File: src/rtl/sc_pkg.sv
// rtl/sc_pkg.sv - shared state, counter types and length helper for the SC run controller
package sc_pkg;

    localparam int SC_WIDTH = 8;

    typedef enum logic [1:0] {
        IDLE = 2'd0,
        LOAD = 2'd1,
        RUN  = 2'd2,
        DONE = 2'd3
    } sc_run_state_e;

    // Counter word wide enough to hold 2^SC_WIDTH.
    typedef logic [SC_WIDTH:0] sc_count_t;

    function automatic int unsigned max_len(input int unsigned width);
        return 32'd1 << width;
    endfunction

endpackage

File: src/rtl/sc_ones_counter.sv
// rtl/sc_ones_counter.sv - per-input ones accumulator with synchronous clear and enable
module sc_ones_counter #(
    parameter int WIDTH = 8
) (
    input  logic             clk,
    input  logic             rst_n,
    input  logic             clr,
    input  logic             en,
    output logic [WIDTH:0]   count
);

    always_ff @(posedge clk or negedge rst_n) begin
        if (!rst_n) begin
            count <= '0;
        end else if (clr) begin
            count <= '0;
        end else if (en) begin
            count <= count + (WIDTH+1)'(1);
        end
    end

endmodule

File: src/rtl/sc_run_ctrl.sv
// rtl/sc_run_ctrl.sv - sequences one SC evaluation: load SNG, count ones for len cycles, respond
module sc_run_ctrl
    import sc_pkg::*;
#(
    parameter int WIDTH      = 8,
    parameter int NUM_INPUTS = 2
) (
    input  logic                              clk,
    input  logic                              rst_n,
    input  logic                              req_valid,
    output logic                              req_ready,
    input  logic [NUM_INPUTS*WIDTH-1:0]       req_bxs,
    input  logic [WIDTH:0]                    req_len,
    input  logic                              abort,
    output logic                              sng_rst_n,
    output logic [NUM_INPUTS*WIDTH-1:0]       sng_bxs,
    input  logic [NUM_INPUTS-1:0]             sng_xs,
    output logic                              rsp_valid,
    input  logic                              rsp_ready,
    output logic [NUM_INPUTS*(WIDTH+1)-1:0]   rsp_counts,
    output logic [WIDTH:0]                    rsp_cycles,
    output logic                              rsp_aborted
);

    localparam logic [WIDTH:0] MAX_LEN = (WIDTH+1)'(max_len(WIDTH));

    sc_run_state_e  state;
    sc_run_state_e  next_state;
    logic [WIDTH:0] len_q;
    logic [WIDTH:0] eff_len;
    logic [WIDTH:0] cycles_inc;
    logic           last;
    logic           accept;
    logic           sample;
    logic           set_aborted;

    always_comb begin
        eff_len = req_len;
        if (req_len == '0 || req_len > MAX_LEN) begin
            eff_len = MAX_LEN;
        end
    end

    // rsp_cycles doubles as the live sample counter while running.
    assign cycles_inc = rsp_cycles + (WIDTH+1)'(1);
    assign last       = (cycles_inc == len_q);

    always_comb begin
        next_state  = state;
        accept      = 1'b0;
        sample      = 1'b0;
        set_aborted = 1'b0;
        case (state)
            IDLE: begin
                if (req_valid && req_ready) begin
                    accept     = 1'b1;
                    next_state = LOAD;
                end
            end
            LOAD: begin
                if (abort) begin
                    set_aborted = 1'b1;
                    next_state  = DONE;
                end else begin
                    next_state = RUN;
                end
            end
            RUN: begin
                // An abort landing on the final sample loses to normal completion.
                if (abort && !last) begin
                    set_aborted = 1'b1;
                    next_state  = DONE;
                end else begin
                    sample = 1'b1;
                    if (last) begin
                        next_state = DONE;
                    end
                end
            end
            DONE: begin
                if (rsp_valid && rsp_ready) begin
                    next_state = IDLE;
                end
            end
            default: next_state = IDLE;
        endcase
    end

    always_ff @(posedge clk or negedge rst_n) begin
        if (!rst_n) begin
            state <= IDLE;
        end else begin
            state <= next_state;
        end
    end

    // Outputs are decoded from next_state so they line up with the state they describe.
    always_ff @(posedge clk or negedge rst_n) begin
        if (!rst_n) begin
            req_ready   <= 1'b1;
            sng_rst_n   <= 1'b1;
            sng_bxs     <= '0;
            rsp_valid   <= 1'b0;
            rsp_cycles  <= '0;
            rsp_aborted <= 1'b0;
            len_q       <= '0;
        end else begin
            req_ready <= (next_state == IDLE);
            sng_rst_n <= (next_state != LOAD);
            rsp_valid <= (next_state == DONE);
            if (accept) begin
                sng_bxs     <= req_bxs;
                len_q       <= eff_len;
                rsp_cycles  <= '0;
                rsp_aborted <= 1'b0;
            end else begin
                if (sample) begin
                    rsp_cycles <= cycles_inc;
                end
                if (set_aborted) begin
                    rsp_aborted <= 1'b1;
                end
            end
        end
    end

    for (genvar i = 0; i < NUM_INPUTS; i++) begin : g_cnt
        sc_ones_counter #(
            .WIDTH (WIDTH)
        ) u_cnt (
            .clk   (clk),
            .rst_n (rst_n),
            .clr   (accept),
            .en    (sample & sng_xs[i]),
            .count (rsp_counts[i*(WIDTH+1) +: WIDTH+1])
        );
    end

endmodule

File: config.mk
export PLATFORM = sky130hd
export DESIGN_NAME = sc_run_ctrl
export DESIGN_NICKNAME = d
export VERILOG_FILES = /design/src/rtl/sc_pkg.sv /design/src/rtl/sc_ones_counter.sv /design/src/rtl/sc_run_ctrl.sv
export SDC_FILE = /design/constraint.sdc
export NUM_CORES = 1
export LEC_CHECK = 0
export BUFFER_PORTS_ARGS = -buffer_cell sky130_fd_sc_hd__buf_4
export CAP_MARGIN = 20
export CORE_UTILIZATION = 54
export DETAILED_ROUTE_END_ITERATION = 8
export HOLD_SLACK_MARGIN = 0.06
export PLACE_DENSITY = 0.89
export SYNTH_ARGS = -nofsm -noshare
export SYNTH_HDL_FRONTEND = slang
export SYNTH_HIERARCHICAL = 1
export SYNTH_SLANG_ARGS = --single-unit
File: constraint.sdc
create_clock -name clk -period 4.2 [get_ports clk]
set_clock_uncertainty 0.05 [all_clocks]
set_input_delay 0 -clock clk [delete_from_list [all_inputs] [get_ports clk]]
set_output_delay 0 -clock clk [all_outputs]
set_load 0.01 [all_outputs]
After elaboration in Yosys (flattened, before gate mapping)
Cells that the tools add are included.
- bits in registers: 58
- output and inout port bits: 47
- word-level logic and storage cells: 56
- add/sub/neg operators: 3
- order comparisons: 1
- eq/ne operators: 6
- muxes and demuxes: 22
- bitwise logic cells: 2
- reductions and logical operators: 12
- operator list (operator ; count):
    two-way mux 9 bit ; 7
    adder 9 x 1 -> 9 bit, second input constant ; 3
    equality test 9 bit ; 1
    greater-than comparator 9 bit, second input constant ; 1
    logical NOT 9 bit ; 1
    two-way mux 1 bit ; 9
    two-way mux 2 bit ; 4
    case mux 2 bit (4 select lines) ; 1
    nonzero test 2 bit ; 4
    equality test 2 bit, second input constant ; 3
    logical NOT 2 bit ; 2
    logical AND 1 bit ; 3
    AND 1 bit ; 2
    equality test 2 x 1 -> 1 bit, second input constant ; 1
    inequality test 2 x 1 -> 1 bit, second input constant ; 1
    case mux 1 bit (2 select lines) ; 1
    logical NOT 1 bit ; 1
    logical OR 1 bit ; 1

Longest topological paths before layout
- word-level depth: 9
- gate-level depth with buffers: 12
- depth with buffers taken out: 10

By module
The synthesis kept the hierarchy.
- modules (own cells, without submodules) (module ; times used ; cells each ; area an instance (um^2)):
    sc_run_ctrl ; 1 ; 259 ; 2327.2
    sc_ones_counter ; 2 ; 43 ; 459.2

Least setup slack after synthesis
Ideal clock, no wire load.
- path kind: reg-to-reg
- from: register rsp_cycles[1]
- to: register g_cnt[0].u_cnt.count[7]
- setup time: 77 ps
- arrival: 3028 ps
- slack: 1045 ps
- cell stages (with the launch flop): 13
- path buffers: 2
- period minus slack after synthesis: 3155 ps
- cell sequence: dfrtp_1 -> ha_1 -> buf_2 -> nand3_1 -> xnor2_1 -> nor4_4 -> o221ai_4 -> a21oi_2 -> and2_1 -> buf_4 -> o2111ai_4 -> or4_1 -> a21oi_1
- longest elaborated chain between the ends: 8
- ends and longest elaborated chain (what ; RTL line ; text):
    from (decl) ; sc_run_ctrl.sv:21 ; output logic [WIDTH:0] rsp_cycles,
    from (signal assigned) ; sc_run_ctrl.sv:118 ; rsp_cycles <= cycles_inc;
    adder 9 x 1 -> 9 bit ; sc_run_ctrl.sv:45 ; assign cycles_inc = rsp_cycles + (WIDTH+1)'(1);
    equality test 9 bit ; sc_run_ctrl.sv:46 ; assign last = (cycles_inc == len_q);
    logical NOT 1 bit ; sc_run_ctrl.sv:70 ; if (abort && !last) begin
    logical AND 1 bit ; sc_run_ctrl.sv:70 ;
    two-way mux 1 bit ; sc_run_ctrl.sv:70 ;
    two-way mux 1 bit ; sc_run_ctrl.sv:53 ; case (state)
    AND 1 bit ; sc_run_ctrl.sv:134 ; .en (sample & sng_xs[i]),
    nonzero test 2 bit (no line) ; n/a ;
    to (signal assigned) ; sc_ones_counter.sv:18 ; count <= count + (WIDTH+1)'(1);
    to (decl) ; sc_ones_counter.sv:9 ; output logic [WIDTH:0] count
No other way between the ends.
A chain may end at the register's enable or synchronous reset.

Worst setup path after layout
- from: register rsp_cycles[0]
- to: register g_cnt[1].u_cnt.count[7]
- longest elaborated chain between the ends: 8
- ends and longest elaborated chain (what ; RTL line):
    adder 9 x 1 -> 9 bit ; sc_run_ctrl.sv:45
    equality test 9 bit ; sc_run_ctrl.sv:46
    logical NOT 1 bit ; sc_run_ctrl.sv:70
    logical AND 1 bit ; sc_run_ctrl.sv:70
    two-way mux 1 bit ; sc_run_ctrl.sv:70
    two-way mux 1 bit ; sc_run_ctrl.sv:53
    AND 1 bit ; sc_run_ctrl.sv:134
    nonzero test 2 bit (no line) ; n/a
    to (signal assigned) ; sc_ones_counter.sv:18
    to (decl) ; sc_ones_counter.sv:9
No other way between the ends.

==> results list <==
- Result of the run: finished clean
- For this design the ratio of total power to cell area is 603 mW/mm^2.
- Total length of routed wires: 7.76 mm
- Across all hold checks on the routed design, the worst slack comes to 115 ps.
- The count of pins over their slew limit was 0.
- Antenna fix cells: 0
- The die is 79.5 um tall.
- Data arrives at the worst endpoint at 3920 ps.
* Number of clock sinks: 58
- For this configuration, the core starts out at a cell density of 57.5%.
* Leading cell type in the layout, fill and taps excluded: nand2_1
- The floorplan step defined a die boundary enclosing 0.00632 sq mm.
- In this run the critical register-to-register path is captured at g_cnt[1].u_cnt/count[7].
* Sequential element share of the synthesized area: 44.8%
* Post-Syn Area per Cell: 9.41 sq um
- Relative slew margins: 53.2%
- Number of buffers inserted by port buffering: 78
- Leftover overflow at the end of global routing: 0
- For the finished layout, the period the worst path requires is 3710 ps.
* Leakage component of the power: 2.02 nW
* Worst Hold Endpoint: state[0]
- Once detail routing completed, the nets flagged for antenna violations numbered 0.
- Post-route core utilization: 76.5%
* Category of the most critical setup path: flip-flop to flip-flop
- The number of nets handed over by synthesis was 386.
- In this run the worst path has a maximum fanout of 13.
- Clock latency on the worst-skew pair: 340 ps
- Synthesis produced 345 cells.
- The region available for standard cell placement spans 0.00564 sq mm.
- The worst register-to-register path begins at rsp_cycles[0].
* Most used flip-flop cell after synthesis: dfrtp_1
* Die boundary width: 79.5 um
- Counting the buffers created by CTS gives 9.
* Number of register bits inferred by synthesis: 58
- Across the run, the number of max-cap violations was 0.
- Fin Setup TNS: 0 ps
- Crit share post-route: 88.4%
- The floorplan has 27 rows.
* Initial DRC count: 167
- The worst hold path begins at rsp_ready.
* Measured slew at the worst slew-check pin: 702 ps
- I/O pin total: 79
* Slack of the critical path: 487 ps
- For this run, the number of Yosys warnings is 6.
- Fraction of synthesis flops using an asynchronous set or reset pin: 100%
- The setup check on the worst reg-to-reg path leaves a slack of 490 ps.
* Number of vias after detailed routing: 2930
- After detailed routing, the number of remaining DRC violations is 0.
- Based on the critical path, the design can be clocked at up to 269 MHz.
* Initial antenna violation count: 0
- Commonest non-fill, non-tap cells in the layout: nand2_1 (81), buf_4 (80), dfrtp_1 (56)
- After detailed routing, the average wire length per cell comes to 14.9 um.
- Cell count of the worst reg-to-reg path: 10
* Global-route wire length before repair: 13.1 mm
- Detailed placer's ending HPWL: 5.08 mm
* Drt via density: 5.61
- Prior to clock tree synthesis, the placed netlist has a worst setup slack of 517 ps.
* Number of synthesized flops with an enable pin: 0
- Netlist Area Pre-Place: 0.00325 sq mm
- Entering global routing, the biggest net connects 59 pins.
- Number of buffers on the longest clock path: 2
- Overall Global Routing Usage: 27.0%
- STA classifies the critical path startpoint as a flip-flop.
- Post-route non-filler standard cell count: 522
- Length of the first detailed-routing pass in iterations: 4
* Required time at the worst-slack endpoint: 4400 ps
- TritonCTS built the clock tree.
- The congestion estimate from routability-driven global placement came to 0.956.
* Root buf cell: clkbuf_8
- The number of different library cells used by synthesis comes to 51.
- Clock-pin slew was measured on the worst setup and hold paths at 70 ps.
- The final-report hold violation count was 0.
- Number of gates given a new drive strength after cts: 0
* Layout overhead on the synthesized area: 33.0%
- Worst hold path class: primary input to flip-flop
- Filler Cell Count: 389
- Setup repair after global routing left no endpoint under its margin.
* Endpoints failing setup: 0
* H-tree lvl count: 3
- Crit. End Element: flip-flop
* Via count of the first global-routing pass: 2858
* Fraction of final layout cells sized beyond drive strength 1: 24.2%
- The worst hold path passes through 4 cells.
- Worst ir drop on vdd: 0.365 mV
* Cell Count Post-Placement: 479
* Net total in the final layout: 486
==> registers in the layout (all words and copies together), names as in the netlist <==
name	cells
state	2
sng_rst_n	1
g_cnt.u_cnt/count	18
len_q	9
req_ready	1
sng_bxs	16
rsp_valid	1
rsp_aborted	1
rsp_cycles	9
==> cell families after synthesis <==
| kind of cell | after synthesis | synth area share [%] |
|---|---|---|
| multiplexers | 10 | 3.08 |
| flip-flops | 58 | 44.8 |
| buffers and inverters | 30 | 4.43 |
| AO/OA/AOI/OAI | 58 | 14.5 |
| AND/OR/NAND/NOR | 160 | 24.3 |
| adder cells (fa/ha/maj) | 9 | 3.47 |
| XOR/XNOR | 20 | 5.40 |
==> per-layer routing <==
layer / track usage (%) / vias up / routed length, um
li1: - / 1403 / -
met1: 31.7 / 1400 / 3150
met2: 46.9 / 100 / 4010
met3: 5.14 / 27 / 353
met4: 13.5 / 0 / 246
met5: 0 / - / 0
==> power breakdown <==
group | switching, W | internal (W) | leakage (nW)
registers | 0.000215 | 0.000758 | 0.752
clock network | 0.000218 | 0.000305 | 0.0986
logic | 0.000600 | 0.000505 | 1.17
==> cell usage after synthesis (2+ instances only) <==
cell	instances	share of area (%)
o2111ai_4	2	1.6
nor4_1	4	0.77
xor2_1	11	3.0
nand3_1	8	1.2
mux2i_1	10	3.1
xnor2_1	9	2.4
nand4_1	6	1.2
nor2_1	15	1.7
buf_4	3	0.69
clkbuf_1	9	1.0
or4_1	6	1.4
buf_2	4	0.62
nor4b_1	2	0.54
dfrtp_1	56	43
nand2_1	81	9.4
nand2b_1	17	3.3
dfstp_2	2	1.6
ha_1	9	3.5
o31ai_1	6	1.4
or3_1	3	0.58
o32ai_1	3	0.81
and4_1	2	0.54
o21ai_0	14	2.2
nand3b_1	2	0.46
a211oi_2	3	1.2
a2111oi_0	2	0.54
a21oi_2	2	0.54
a21oi_1	11	1.7
nand4b_1	2	0.54
and2_1	5	0.96
buf_6	2	0.69
nor3_1	3	0.46
a211o_1	2	0.54
inv_1	12	1.4
==> final cells by class <==
type	count	area, sq um	share of cell area (%)
flip-flops and latches	58	1450	33.7
multi-input cells	257	1650	38.3
clock buffers	12	155	3.59
well taps	72	90.1	2.09
clock inverters	4	50.0	1.16
inverters	12	45.0	1.04
repair buffers	107	871	20.2
==> per-stage QoR <==
stage,total power (W),instance area (sq um)
finish,0.00260,4320
CTS,0.00260,4320
detailed placement,0.00205,3840
global route,0.00279,4320
global placement,0.00200,3840
floorplan,0.00165,3250
==> critical path: stages, from the launching register on <==
cell and delay (ps):
dfrtp_1 530, ha_1 490, nand3_1 210, xnor2_1 210, nor4_4 340, o221ai_4 230, a21oi_2 300, and2_1 370
o2111ai_4 190, or4_1 550, a21oi_1 160
==> timing repair <==
action / 4_1_cts / 5_1_grt
setup endpoints to repair: 0 / 0
setup buffers: 0 / 0
hold endpoints to repair: 88 / 0
hold buffers: 27 / 0
==> how the worst max path moves through the flow <==
stage / endpoint / slack (ps) / start / depth (start not counted)
final: g_cnt[1].u_cnt/count[7] / 490 / rsp_cycles[0] / 10
after global routing: g_cnt[1].u_cnt/count[7] / 170 / rsp_cycles[0] / 10
after CTS: g_cnt[1].u_cnt/count[7] / 470 / rsp_cycles[0] / 10
after detailed placement: g_cnt[0].u_cnt/count[7] / 520 / rsp_cycles[0] / 10
after global placement: g_cnt[1].u_cnt/count[7] / 690 / rsp_cycles[0] / 10
after floorplan: g_cnt[0].u_cnt/count[7] / 1040 / rsp_cycles[1] / 12
Note: power is estimated with default switching activity, not from simulation.
